`src/rtl/exe_seq.sv`:
```
// exe_seq: multi-cycle execute sequencer driving the shared ALU
// Ports: in_* handshake, exe control/operands, out_* result + redirect
module exe_seq #(
   parameter int          WIDTH   = 32,
   parameter logic [3:0]  ALU_ADD = 4'b0000
) (
   input  logic             clk,
   input  logic             rst_n,
   input  logic             in_valid,
   output logic             in_ready,
   input  logic [2:0]       in_class,
   input  logic [3:0]       in_alu_op,
   input  logic [2:0]       in_br_op,
   input  logic [WIDTH-1:0] in_pc,
   input  logic [WIDTH-1:0] in_imm,
   input  logic [WIDTH-1:0] in_rd1,
   input  logic [WIDTH-1:0] in_rd2,
   input  logic             flush,
   output logic [1:0]       ALUa,
   output logic [1:0]       ALUb,
   output logic [3:0]       alu_cntr,
   output logic [2:0]       branch_cntr,
   output logic [WIDTH-1:0] x_pc,
   output logic [WIDTH-1:0] x_imm,
   output logic [WIDTH-1:0] x_rd1,
   output logic [WIDTH-1:0] x_rd2,
   input  logic [WIDTH-1:0] alu_result,
   input  logic             pcbranch,
   output logic             out_valid,
   input  logic             out_ready,
   output logic [WIDTH-1:0] out_result,
   output logic             out_rd_we,
   output logic             out_redirect,
   output logic [WIDTH-1:0] out_target
);

   localparam logic [2:0] S_IDLE = 3'd0;
   localparam logic [2:0] S_EXEC = 3'd1;
   localparam logic [2:0] S_LINK = 3'd2;
   localparam logic [2:0] S_TGT  = 3'd3;
   localparam logic [2:0] S_HOLD = 3'd4;

   localparam logic [2:0] C_RR     = 3'b000;
   localparam logic [2:0] C_RI     = 3'b001;
   localparam logic [2:0] C_SHIFT  = 3'b010;
   localparam logic [2:0] C_LUI    = 3'b011;
   localparam logic [2:0] C_AUIPC  = 3'b100;
   localparam logic [2:0] C_BRANCH = 3'b101;
   localparam logic [2:0] C_JAL    = 3'b110;
   localparam logic [2:0] C_JALR   = 3'b111;

   logic [2:0] state;
   logic [2:0] cls;
   logic [3:0] op;
   logic [2:0] br;

   assign in_ready  = (state == S_IDLE);
   assign out_valid = (state == S_HOLD);

   // Operand-select encoding: ALUa 01 zero, 10 pc, 11 rd1;
   // ALUb 00 rd2, 01 rd2&1F, 10 imm, 11 const 4.
   always_comb begin
      ALUa        = 2'b11;
      ALUb        = 2'b00;
      alu_cntr    = ALU_ADD;
      branch_cntr = 3'b000;
      unique case (1'b1)
         (state == S_EXEC): begin
            unique case (cls)
               C_RR:     alu_cntr = op;
               C_RI: begin
                  ALUb     = 2'b10;
                  alu_cntr = op;
               end
               C_SHIFT: begin
                  ALUb     = 2'b01;
                  alu_cntr = op;
               end
               C_LUI: begin
                  ALUa = 2'b01;
                  ALUb = 2'b10;
               end
               C_AUIPC, C_JAL: begin
                  ALUa = 2'b10;
                  ALUb = 2'b10;
               end
               C_BRANCH: begin
                  alu_cntr    = op;
                  branch_cntr = br;
               end
               C_JALR:   ALUb = 2'b10;
               default: ;
            endcase
         end
         (state == S_TGT): begin
            ALUa = 2'b10;
            ALUb = 2'b10;
         end
         (state == S_LINK): begin
            ALUa = 2'b10;
            ALUb = 2'b11;
         end
         default: ;
      endcase
   end

   always_ff @(posedge clk or negedge rst_n) begin
      if (!rst_n) begin
         state        <= S_IDLE;
         cls          <= '0;
         op           <= '0;
         br           <= '0;
         x_pc         <= '0;
         x_imm        <= '0;
         x_rd1        <= '0;
         x_rd2        <= '0;
         out_result   <= '0;
         out_target   <= '0;
         out_rd_we    <= 1'b0;
         out_redirect <= 1'b0;
      end else if (flush) begin
         state        <= S_IDLE;
         out_rd_we    <= 1'b0;
         out_redirect <= 1'b0;
      end else begin
         case (state)
            S_IDLE: begin
               if (in_valid) begin
                  cls          <= in_class;
                  op           <= in_alu_op;
                  br           <= in_br_op;
                  x_pc         <= in_pc;
                  x_imm        <= in_imm;
                  x_rd1        <= in_rd1;
                  x_rd2        <= in_rd2;
                  out_rd_we    <= 1'b0;
                  out_redirect <= 1'b0;
                  state        <= S_EXEC;
               end
            end
            S_EXEC: begin
               case (cls)
                  C_BRANCH:
                     state <= pcbranch ? S_TGT : S_HOLD;
                  C_JAL: begin
                     out_target <= alu_result;
                     state      <= S_LINK;
                  end
                  C_JALR: begin
                     // jalr target has bit 0 forced clear
                     out_target <= {alu_result[WIDTH-1:1], 1'b0};
                     state      <= S_LINK;
                  end
                  default: begin
                     out_result <= alu_result;
                     out_rd_we  <= 1'b1;
                     state      <= S_HOLD;
                  end
               endcase
            end
            S_TGT: begin
               out_target   <= alu_result;
               out_redirect <= 1'b1;
               state        <= S_HOLD;
            end
            S_LINK: begin
               out_result   <= alu_result;
               out_rd_we    <= 1'b1;
               out_redirect <= 1'b1;
               state        <= S_HOLD;
            end
            S_HOLD: begin
               if (out_ready) state <= S_IDLE;
            end
            default: state <= S_IDLE;
         endcase
      end
   end

endmodule

```
`config.mk`:
```
export PLATFORM = sky130hd
export DESIGN_NAME = exe_seq
export DESIGN_NICKNAME = d
export VERILOG_FILES = /design/src/rtl/exe_seq.sv
export SDC_FILE = /design/constraint.sdc
export NUM_CORES = 1
export LEC_CHECK = 0
export ABC_CLOCK_PERIOD_IN_PS = 1900
export BUFFER_PORTS_ARGS = -buffer_cell sky130_fd_sc_hd__buf_2
export CAP_MARGIN = 15
export CORE_AREA = 2 2 150 152
export CTS_BUF_LIST = sky130_fd_sc_hd__clkbuf_4 sky130_fd_sc_hd__clkbuf_8
export CTS_CLUSTER_DIAMETER = 30
export DETAILED_ROUTE_END_ITERATION = 8
export DIE_AREA = 0 0 152 154
export PLACE_DENSITY = 0.69
export SLEW_MARGIN = 10
export SYNTH_ARGS = -nofsm -noshare
export SYNTH_HDL_FRONTEND = slang
export SYNTH_SLANG_ARGS = --single-unit
```
`constraint.sdc`:
```
create_clock -name clk -period 1.9 [get_ports clk]
set_input_delay 0.095 -clock clk [delete_from_list [all_inputs] [get_ports clk]]
set_output_delay 0.095 -clock clk [all_outputs]
set_load 0.03 [all_outputs]
```
# Word-level counts from Yosys, hierarchy flattened
# Cells that the tools add are included.
# classes
add_sub_neg	0
n_shift	0
eq_ne	16
n_bitwise	1
n_reduce_logical	18
n_mux	24
n_div	0
n_mul	0
magnitude_cmp	0
# op_table
op	n
$pmux W32 S2	3
$mux W32	1
$mux W3	6
$eq A3 B3 Y1 const B	5
$eq A3 B2 Y1 const B	4
$pmux W2 S2	3
$pmux W3 S4	1
$reduce_and A3 Y1	4
$mux W4	2
$eq A3 B1 Y1 const B	2
$logic_not A3 Y1	2
$ne A3 B2 Y1 const B	2
$pmux W2 S3	1
$pmux W3 S2	1
$reduce_or A2 Y1	3
$reduce_or A5 Y1	1
$mux W1	4
$reduce_and A2 Y1	2
$reduce_bool A2 Y1	2
$reduce_bool A4 Y1	1
$reduce_or A4 Y1	1
$ne A3 B1 Y1 const B	1
$ne A3 B3 Y1 const B	1
$pmux W1 S3	1
5 further kinds	5
# totals
word_cells	71
out_inout_bits	207
reg_bits	207
rom_bits	0
n_memories	0
ramBits	0
in_bits	176
latch_bits	0

# Logic depth before layout (Yosys ltp)
# Gate-level depths: netlist of run 1.
# depth
ltp_word	5
mapped_depth	5
mapped_depth_nobuf	3

# Least setup slack after synthesis of run 1
# OpenSTA, ideal clock, no wires.
# synth_timing
kind	flip-flop to flip-flop
from	register state[0]
to	register state[2]
synth_period_minus_slack_ps	1804
t_required_ps	1818
path_stages_with_launch	5
setup_ps	82
t_arrival_ps	1722
path_buffers	1
path_slack_ps	96
path_cell_list	dfrtp_1 clkbuf_1 nor3b_1 nand2b_1 a31oi_1
# synth_via
elab_cells_between_ends	11
classes_between	eq/ne (6); mux (2); reduce/logical (3)
# synth_rtl
item	line_no	text
from (decl)	52	logic [2:0] state;
from (signal assigned)	144	state <= pcbranch ? S_TGT : S_HOLD;
$eq A3 B3 Y1 (*)	--	
via out_valid	29	output logic out_valid,
$pmux W3 S4 / $ne A3 B2 Y1 (equally long branches)	--	
$mux W3 / $reduce_and A2 Y1 (equally long branches)	--	
# The timed path passes the listed nets; every way through them passes the cells marked *.
# A chain may end at the register's enable or synchronous reset.

# Final worst setup path of run 1
# layout_timing
from	register state[2]
to	output port alu_cntr[2]
# layout_via
elab_chain_len	2
# layout_rtl
item	line_no	text
$eq A3 B1 Y1	68	(state == S_EXEC): begin
$mux W4	67	unique case (1'b1)
to (decl)	21	output logic [3:0] alu_cntr,
# No other way between the ends.

==> summary.txt, run 1 <==
Status
  – Status: finished with violations
  – Violated checks: setup timing

Power
  – Gate power share: 0.397
  – Switching share of total power: 0.381
  – Switch Pwr: 7380 uW
  – Power Dens Cells: 1380 nW/um^2
  – Sequential power share: 0.345
  – Clk pwr share: 0.258
  – P_leak: 0.00724 uW
  – VDD IR max: 0.768 mV
  – Internal power: 12000 uW

Placed design
  – GPL Wtd Cong: between 0.7 and 0.8
  – Dpl cells: 1145
  – Port bufs: 382
  – DPL Wire Length: 16000 um
  – Setup WS pre-CTS: 0.120 ns

Die
  – Die footprint: ~23000 um^2
  – Die Ht: between 150 and 200 um
  – Starting density of the core: 0.394
  – I/O pin count: 383
  – CORE AREA: 21700 um^2
  – # rows: 54
  – Die Wd: 152 um

Drt
  – Routed Antenna Nets: 0
  – Via Count: 6703
  – Final WL: 27600 um
  – Pre-antenna DRT Iters: 6
  – DR WL/cell: 19.5 um
  – DRC errors left: 0
  – Via density: between 4 and 5
  – Initial DRC Count: between 200 and 250

Global routing
  – Met2 Track Usage GR: 0.391
  – Largest net degree at the start of global routing: 67
  – Met1 usage in global routing: 0.238
  – Met3 usage: 0.0561
  – Initial antenna violation count: 1
  – GR Overflow Total: 0
  – Vias in the first global route: 7336
  – Top Usage Layer GRT: met2
  – Global Route Usage Sum: 0.215
  – First-pass GRT wire length: 40000 um

Logic synthesis
  – Synth Area per Inst: ~17 um^2
  – Dominant cell type by area after synthesis: dfrtp_1
  – Library cells used by synthesis: 37
  – Synth top area share: 0.606
  – YS warnings: 0
  – Post-synth net total: 666
  – Ranking of synthesized cells by area: dfrtp_1 (61%), mux2_4 (21%), mux2_2 (5.7%)
  – Seq cells post-synth: 207
  – Post-Syn Instances: 490
  – Post-Syn Area: roughly 8500 um^2
  – Sequential area share after synthesis: 0.606

STA
  – RSZ-0062 raised after global routing: yes
  – Peak Freq: 486 MHz
  – Final Cycle Share: 1.08
  – Final Hold Fails: 0
  – Fin Hold WS: ~0.14 ns
  – Fin. max-slew vios: 0
  – Final setup margin: -0.156 ns
  – Post-layout minimum cycle time: 2.06 ns
  – Setup TNS: -2.68 ns
  – Setup violators final: approximately 100
  – Slew HR: 0.612
  – Slew @ Worst Pin: 0.582 ns
  – Setup Skew: 0.0316 ns

Clock network
  – Num Clock Sinks: 207
  – CTS tree: yes
  – Root Buffer Master: clkbuf_8
  – CTS max path bufs: 3
  – H-tree Lvls: 2
  – CTS buffer count: 40
  – CTS clock-pin slew for the worst setup and hold paths: roughly 0.07 ns
  – Worst-Skew Late Latency: 0.52 ns

Cells and area
  – Util after Layout: 0.648
  – # fillers: 1502
  – Post-Layout Cell Count: roughly 1400
  – Synthesis-to-layout area growth: 64.5%
  – Fin nets: 1284
  – Fraction of layout cells with a size suffix above 1: 0.598

Flow run
  – Maximum capacitance violations: 0

Worst setup path
  – Crit Path Max Fanout: 4
  – CP arrival: 1.96 ns
  – Worst setup EP type: primary output
  – Critical path class: flip-flop to primary output
  – Startpoint types: flip-flop
  – Worst EP required: roughly 1.8 ns
  – CP Launch Point: state[2]
  – RR Startpoint: state[2]

Hold path
  – Worst Hold Class: input port to asynchronous set/reset pin
-- sequential cells by signal, indices dropped and copies added (netlist names) --
register	cells
x_imm	32
x_pc	32
out_rd_we	1
out_redirect	1
br	3
out_target	32
out_result	32
state	3
op	4
cls	3
x_rd2	32
x_rd1	32
-- final timing paths --
kind / to / slack (ns) / cells past startpoint
worst min-delay path: x_imm[13] / 0.14 / 2
worst max register to register: x_rd2[20] / -0.06 / 7
min in group clk: x_imm[31] / 0.33 / 3
worst max-delay path: alu_cntr[2] / -0.16 / 4
max in group asynchronous: x_pc[27] / 1.08 / 3
worst min register to register: out_target[16] / 0.48 / 1
-- cells in the mapped netlist --
library cell / instances
dfrtp_1: 207
mux2_4: 120
mux2_2: 43
mux2_1: 39
buf_6: 19
and2_1: 8
a21oi_1: 5
buf_2: 4
nand2b_1: 4
o21ai_0: 4
nand2_1: 3
nor2_1: 3
nor3_1: 3
clkbuf_1: 2
inv_1: 2
nor2b_1: 2
or3_1: 2
a31oi_1: 1
a31oi_4: 1
and3b_1: 1
buf_4: 1
mux2i_1: 1
nand2b_2: 1
nand3b_1: 1
nand4b_1: 1
nor3_4: 1
nor3b_1: 1
nor3b_2: 1
nor3b_4: 1
nor4b_1: 1
nor4b_2: 1
o211a_1: 1
o21a_1: 1
o21ai_1: 1
o21bai_1: 1
o31a_1: 1
or3b_2: 1
-- kinds of logic after synthesis --
family | synth area share
AOI/OAI and AO/OA | 0.0130
buffers and inverters | 0.0300
DFF | 0.606
muxes | 0.320
and+or+nand+nor | 0.0303
-- worst max-delay path, cell delays in order, from the launching register on --
cell     delay (ns)
dfrtp_2        0.41
or3b_4         0.43
nor3b_4        0.29
and2_4         0.20
buf_6          0.12
-- cell type report --
cell class | instances | area, um^2 | share of cell area
flip-flops and latches | 207 | 5180 | 0.369
clock inverters | 13 | 204 | 0.0145
diodes | 1 | 2.50 | 0.000178
clock buffers | 55 | 701 | 0.0499
inverters | 2 | 7.51 | 0.000534
repair buffers | 602 | 4440 | 0.316
multi-input cells | 255 | 3170 | 0.225
well taps | 280 | 350 | 0.0249
-- power by group through the flow --
stage	Sequential [uW]	Combinational [uW]	Clock (uW)
after detailed placement	6650	7080	0
after global routing	6860	7980	5310
after global placement	6640	6970	0
final	6690	7680	5000
after floorplan	9440	2020	0
after CTS	6620	7450	5090
-- timing repair --
action | CTS | global route
resized for setup | 33 | 21
hold buffers | 175 | 0
hold endpoints to repair | 306 | 0
setup endpoints to repair | 10 | 128
pin swaps | 8 | 9
buffers inserted | 7 | 5
cloned | 0 | 15
-- through the flow --
step	area (um^2)	power, uW
2_1_floorplan	8540	11500
3_3_place_gp	10800	13600
3_5_place_dp	10800	13700
4_1_cts	13600	19200
5_1_grt	14100	20200
6_report	14100	19400
-- routing by layer --
metal / vias to the layer above / part of all wire
met5: - / 0
met2: 312 / 0.52
met4: 0 / 0.045
met3: 90 / 0.065
met1: 3330 / 0.37
li1: 2971 / -
-- cell usage in the layout (no fill, tap or decap), types with 2 or more instances in the layout --
cell type / n
clkbuf_16: 8
bufinv_16: 5
clkinv_2: 3
nand2_1: 3
dlygate4sd3_1: 175
clkbuf_8: 47
and2_4: 6
buf_4: 17
buf_12: 9
nor3_4: 2
o21ai_0: 4
mux2_1: 39
clkbuf_4: 9
dfrtp_2: 4
buf_2: 372
nor3b_4: 2
or3_1: 2
mux2_2: 43
nor2b_1: 2
nor3_1: 2
a21oi_1: 5
buf_6: 13
dfrtp_1: 203
inv_1: 2
buf_8: 3
buf_16: 4
nand2b_1: 4
mux2_4: 120
clkinvlp_4: 4
nor2_1: 3
and2_1: 2
Power figures use the tool's default switching activity.
==> run 2: changes to the inputs <==
==> config.mk (replaced) <==
export PLATFORM = sky130hd
export DESIGN_NAME = exe_seq
export DESIGN_NICKNAME = d
export VERILOG_FILES = /design/src/rtl/exe_seq.sv
export SDC_FILE = /design/constraint.sdc
export NUM_CORES = 1
export LEC_CHECK = 0
export ABC_CLOCK_PERIOD_IN_PS = 1900
export BUFFER_PORTS_ARGS = -buffer_cell sky130_fd_sc_hd__buf_4
export CAP_MARGIN = 15
export CORE_AREA = 2 2 148 150
export CTS_BUF_LIST = sky130_fd_sc_hd__clkbuf_4 sky130_fd_sc_hd__clkbuf_8
export CTS_CLUSTER_DIAMETER = 30
export DETAILED_ROUTE_END_ITERATION = 8
export DIE_AREA = 0 0 150 152
export PLACE_DENSITY = 0.7
export SLEW_MARGIN = 10
export SYNTH_ARGS = -nofsm -noshare
export SYNTH_HDL_FRONTEND = slang
export SYNTH_SLANG_ARGS = --single-unit
==> run 2 against run 1 <==
Compared with the run above: utilization rose by 4.7 points; the run still ends with setup timing left; hold slack got worse by 0.015 ns; global-route usage rose by 0.16 points; highest routed layer unchanged; non-clock buffer count decreased by 22.
==> summary.txt, run 2 (synthesis gave the netlist of run 1 again) <==
Status
  – Status: finished with violations
  – Violated checks: setup timing

Die
  – Starting density of the core: 0.400
  – CORE AREA: about 21000 um^2
  – Die footprint: 22800 um^2
  – Die Wd: approximately 150 um
  – I/O pin count: around 380
  – # rows: 54
  – Die Ht: 152 um

Worst setup path
  – CP arrival: 1.89 ns
  – Critical path class: flip-flop to primary output
  – Critical Path Max Stage Delay: 0.42 ns
  – CP Cell Sequence: or3b_4, nor3b_4, and2_1, buf_6
  – R2r worst-path depth: 6
  – Crit Path Max Fanout: 4
  – Startpoint types: flip-flop
  – Worst setup EP type: primary output
  – Worst EP required: ~1.8 ns
  – Slowest-stage cell, CP: or3b_4

Clock network
  – Num Clock Sinks: just over 200
  – CTS clock-pin slew for the worst setup and hold paths: 0.05 ns
  – Root Buffer Master: clkbuf_8
  – CTS max path bufs: 3
  – H-tree Lvls: 2
  – Worst-Skew Late Latency: 0.53 ns
  – CTS tree: yes
  – CTS buffer count: 46

Global routing
  – Vias in the first global route: roughly 7300
  – GR Overflow Total: 0
  – Global Route Usage Sum: 0.217
  – Initial antenna violation count: 1
  – First-pass GRT wire length: 39200 um
  – Largest net degree at the start of global routing: 57

STA
  – Final setup margin: -0.0898 ns
  – Peak Freq: 503 MHz
  – Final Hold Fails: 0
  – Fin. max-slew vios: 0
  – RSZ-0062 raised after global routing: yes
  – Slew HR: 0.714
  – Post-layout minimum cycle time: 1.99 ns
  – Final Cycle Share: 1.05
  – Slew @ Worst Pin: 0.428 ns
  – Setup Skew: 0.0301 ns
  – Setup violators final: 5

Drt
  – Via Count: 6490
  – Initial DRC Count: 174
  – DRC errors left: 0
  – Pre-antenna DRT Iters: 4
  – Routed Antenna Nets: 0
  – Final WL: 25200 um
  – Via density: 4.62
  – DR WL/cell: ~18 um

Power
  – P_leak: 0.00745 uW
  – Power Dens Cells: 1430 nW/um^2
  – VDD IR max: around 0.73 mV
  – Design Power: 21200 uW

Placed design
  – Port bufs: 382
  – Dpl cells: 1143
  – GPL Wtd Cong: 0.827
  – DPL Wire Length: 15600 um

Cells and area
  – Fraction of layout cells with a size suffix above 1: 0.590
  – Synthesis-to-layout area growth: 73.6%
  – Post-Layout Cell Count: 1405
  – Most frequent cells in the layout: buf_4 (384), dfrtp_1 (203), dlygate4sd3_1 (175), mux2_4 (120), clkbuf_8 (59)
  – Most common cell after layout, fill and taps aside: buf_4
  – Fin nets: 1268

Hold path
  – Worst Hold Class: input port to asynchronous set/reset pin

Flow run
  – Maximum capacitance violations: 0
## run 2: metrics by stage
stage	area, um^2	hold slack (ns)	utilization	setup WS (ns)	setup TNS, ns
finish	14800	0.129	0.695	-0.0898	-0.401
CTS	14800	0.0797	0.692	-0.150	-0.688
global route	14800	0.124	0.695	-0.190	-1.24
detailed placement	11800	0.0814	0.550	0.173	0
global placement	11800	0.0843	0.550	0.200	0
floorplan	8540	-0.201	-	0.0959	0
## run 2: final timing paths
path | startpoint | to | slack, ns
min in group clk | alu_result[30] | out_result[30] | 0.33
worst max-delay path | state[2] | alu_cntr[0] | -0.09
worst min register to register | out_target[7] | out_target[7] | 0.48
worst max register to register | state[2] | x_rd1[10] | 0.07
max in group asynchronous | rst_n | out_target[0] | 1.10
worst min-delay path | rst_n | x_pc[9] | 0.13
## run 2: where the power goes
part	internal [uW]	switching, uW
clock network	4090	2020
logic	3810	4530
registers	5870	893
## run 2: layout make-up
type / count / area (um^2)
clock inverters: 16 / 318
well taps: 280 / 350
multi-input cells: 255 / 3150
clock buffers: 64 / 843
inverters: 2 / 7.51
flip-flops and latches: 207 / 5180
repair buffers: 580 / 4970
fillers: 1412 / 6520
diodes: 1 / 2.50
## run 2: worst max-delay path, delay by kind of cell (launching register included)
family,cells,cell delay (ns)
buffers and inverters,1,0.13
DFF,1,0.40
and+or+nand+nor,3,0.85
## run 2: timing repair
item,4_1_cts,5_1_grt
endpoints found under the setup margin,9,27
endpoints found under the hold margin,414,0
gates cloned,0,1
hold buffers,175,0
buffers inserted,5,0
resized for setup,19,6
pin swaps,4,1
## run 2: per-layer routing
metal	GRT usage	vias up	share of wire
li1	-	2952	-
met5	0	-	0
met4	0.0782	0	0.030
met1	0.252	3185	0.39
met3	0.0598	64	0.075
met2	0.381	289	0.51
==> run 3: changes to the inputs <==
--- a/config.mk
+++ b/config.mk
@@ -6,7 +6,7 @@
 export NUM_CORES = 1
 export LEC_CHECK = 0
 export ABC_CLOCK_PERIOD_IN_PS = 1900
-export BUFFER_PORTS_ARGS = -buffer_cell sky130_fd_sc_hd__buf_4
+export BUFFER_PORTS_ARGS = -buffer_cell sky130_fd_sc_hd__buf_2
 export CAP_MARGIN = 15
 export CORE_AREA = 2 2 148 150
 export CTS_BUF_LIST = sky130_fd_sc_hd__clkbuf_4 sky130_fd_sc_hd__clkbuf_8
==> run 3 against run 2 <==
Compared with the run above: the run still ends with setup timing left; critical endpoint unchanged; clock power fell by 9.7%; final cell count up 2.3%; global-route usage barely moved; worst setup slack lost 0.079 ns; highest routed layer unchanged; sequential power is 1% lower; hold slack worse by 0.0058 ns; non-clock buffer count grew 35; total power is 6.0% lower; clock skew down 0.0035 ns.
==> summary.txt, run 3 (synthesis gave the netlist of run 1 again) <==
Worst setup path
  – WP buf/inv: 1
  – Slowest-stage cell, CP: or3b_4
  – Worst setup EP type: primary output
  – CP arrival: between 1.5 and 2 ns
  – Critical Path Max Stage Delay: ~0.42 ns
  – CP delay by family, top: simple AND/OR/NAND/NOR gates
  – CP Launch Point: state[1]
  – R2R setup slack: -0.09 ns
  – Startpoint types: flip-flop
  – Worst EP required: 1.80 ns
  – RR Startpoint: state[1]
  – CP Cell Sequence: or3b_4, nor3b_4, and2_4, buf_6
  – Crit Path Max Fanout: 4
  – Critical path class: flip-flop to primary output
  – Capturing point of the worst reg2reg path: x_pc[25]
  – R2r worst-path depth: 8

Drt
  – Routed Antenna Nets: 0
  – Via density: between 4 and 5
  – Via Count: 6757
  – Final WL: 26400 um
  – DRC errors left: 0
  – Initial DRC Count: 193
  – DR WL/cell: 18.4 um
  – Pre-antenna DRT Iters: 4

Die
  – # rows: 54
  – Die Ht: around 150 um
  – I/O pin count: 383
  – Starting density of the core: 0.400
  – CORE AREA: 21400 um^2
  – Die Wd: about 150 um
  – Die footprint: 22800 um^2

STA
  – Slew HR: 0.622
  – Post-layout minimum cycle time: 2.07 ns
  – RSZ-0062 raised after global routing: yes
  – Peak Freq: 483 MHz
  – Final setup margin: -0.169 ns
  – Fin. max-slew vios: 0
  – Slew @ Worst Pin: 0.567 ns
  – Setup Skew: 0.0266 ns
  – Setup violators final: 155
  – Final Hold Fails: 0
  – Final Cycle Share: 1.09

Flow run
  – Maximum capacitance violations: 0

Global routing
  – Largest net degree at the start of global routing: 65
  – First-pass GRT wire length: 39600 um
  – Vias in the first global route: between 7000 and 8000
  – Initial antenna violation count: 0
  – Met3 usage: 0.0568
  – Top Usage Layer GRT: met2
  – Global Route Usage Sum: 0.217
  – Met2 Track Usage GR: 0.395
  – GR Overflow Total: 0
  – Met1 usage in global routing: 0.239

Cells and area
  – Fraction of layout cells with a size suffix above 1: 0.609
  – Fin nets: around 1300
  – # fillers: 1410
  – Synthesis-to-layout area growth: 67.2%
  – Most frequent cells in the layout: buf_2 (369), dfrtp_1 (203), dlygate4sd3_1 (175), mux2_4 (122), clkbuf_8 (54)
  – Multi-input gate area: 3200 um^2
  – Inserted Diodes: 0
  – Sequential Area: 5180 um^2
  – Util after Layout: 0.669
  – Most common cell after layout, fill and taps aside: buf_2
  – Design area: around 14000 um^2
  – Post-Layout Cell Count: approximately 1400

Placed design
  – Port bufs: 382
  – Dpl cells: 1147
  – Setup WS pre-CTS: 0.0522 ns
  – GPL Wtd Cong: 0.783
  – Cell area after placement: 10800 um^2
  – DPL Wire Length: roughly 15000 um

Status
  – Violated checks: setup timing
  – Status: finished with violations

Clock network
  – Worst-Skew Late Latency: between 0.5 and 0.6 ns
  – Root Buffer Master: clkbuf_8
  – CTS tree: yes
  – CTS clock-pin slew for the worst setup and hold paths: 0.06 ns
  – CTS buffer count: 44
  – H-tree Lvls: 2
  – Num Clock Sinks: 207
  – CTS max path bufs: 3

Hold path
  – Worst Hold Class: input port to asynchronous set/reset pin

Power
  – Design Power: 19900 uW
  – P_leak: 0.00736 uW
  – VDD IR max: ~0.84 mV
  – Power Dens Cells: 1400 nW/um^2
## run 3: layer usage
metal	part of all wire	vias up
met4	0.033	0
met5	0	-
met2	0.52	329
li1	-	3014
met1	0.38	3342
met3	0.071	72
## run 3: worst register-to-register path, cell delays in order, from the launching register on
cell	delay, ns
dfrtp_2	0.40
buf_4	0.14
buf_6	0.12
buf_6	0.12
nor3_4	0.30
nand2b_4	0.15
buf_8	0.17
clkbuf_16	0.18
mux2_4	0.30
## run 3: timing repair
action                                 4_1_cts  5_1_grt
setup endpoints to repair                   10      141
endpoints found under the hold margin      313        0
buffers inserted                            20       10
resized for setup                           38       34
hold buffers                               175        0
pin swaps                                    8       12
gates cloned                                 0        8
## run 3: layout make-up
cell class	count	share of cell area
Sequential cell	207	0.363
Timing Repair Buffer	615	0.315
Multi-Input combinational cell	255	0.224
Clock buffer	60	0.0547
Tap cell	280	0.0245
Clock inverter	19	0.0181
Inverter	2	0.000525
## run 3: worst max-delay path by stage
stage / end / cells past startpoint
final: alu_cntr[0] / 4
after CTS: alu_cntr[1] / 4
after floorplan: state[2] / 4
after global placement: x_rd2[2] / 4
after detailed placement: x_pc[3] / 4
after global routing: alu_cntr[0] / 4
## run 3: report_power, final
group	internal [uW]	leakage, uW	switching (uW)
Clock	3500	0.000534	2020
Sequential	5870	0.00247	809
Combinational	3110	0.00436	4620
## run 3: metrics by stage
| stage | setup TNS (ns) | hold WS, ns |
|---|---|---|
| 4_1_cts | -5.91 | 0.126 |
| 3_5_place_dp | 0 | 0.141 |
| 3_3_place_gp | 0 | 0.135 |
| 6_report | -8.18 | 0.123 |
| 2_1_floorplan | 0 | -0.201 |
| 5_1_grt | -14.84 | 0.138 |
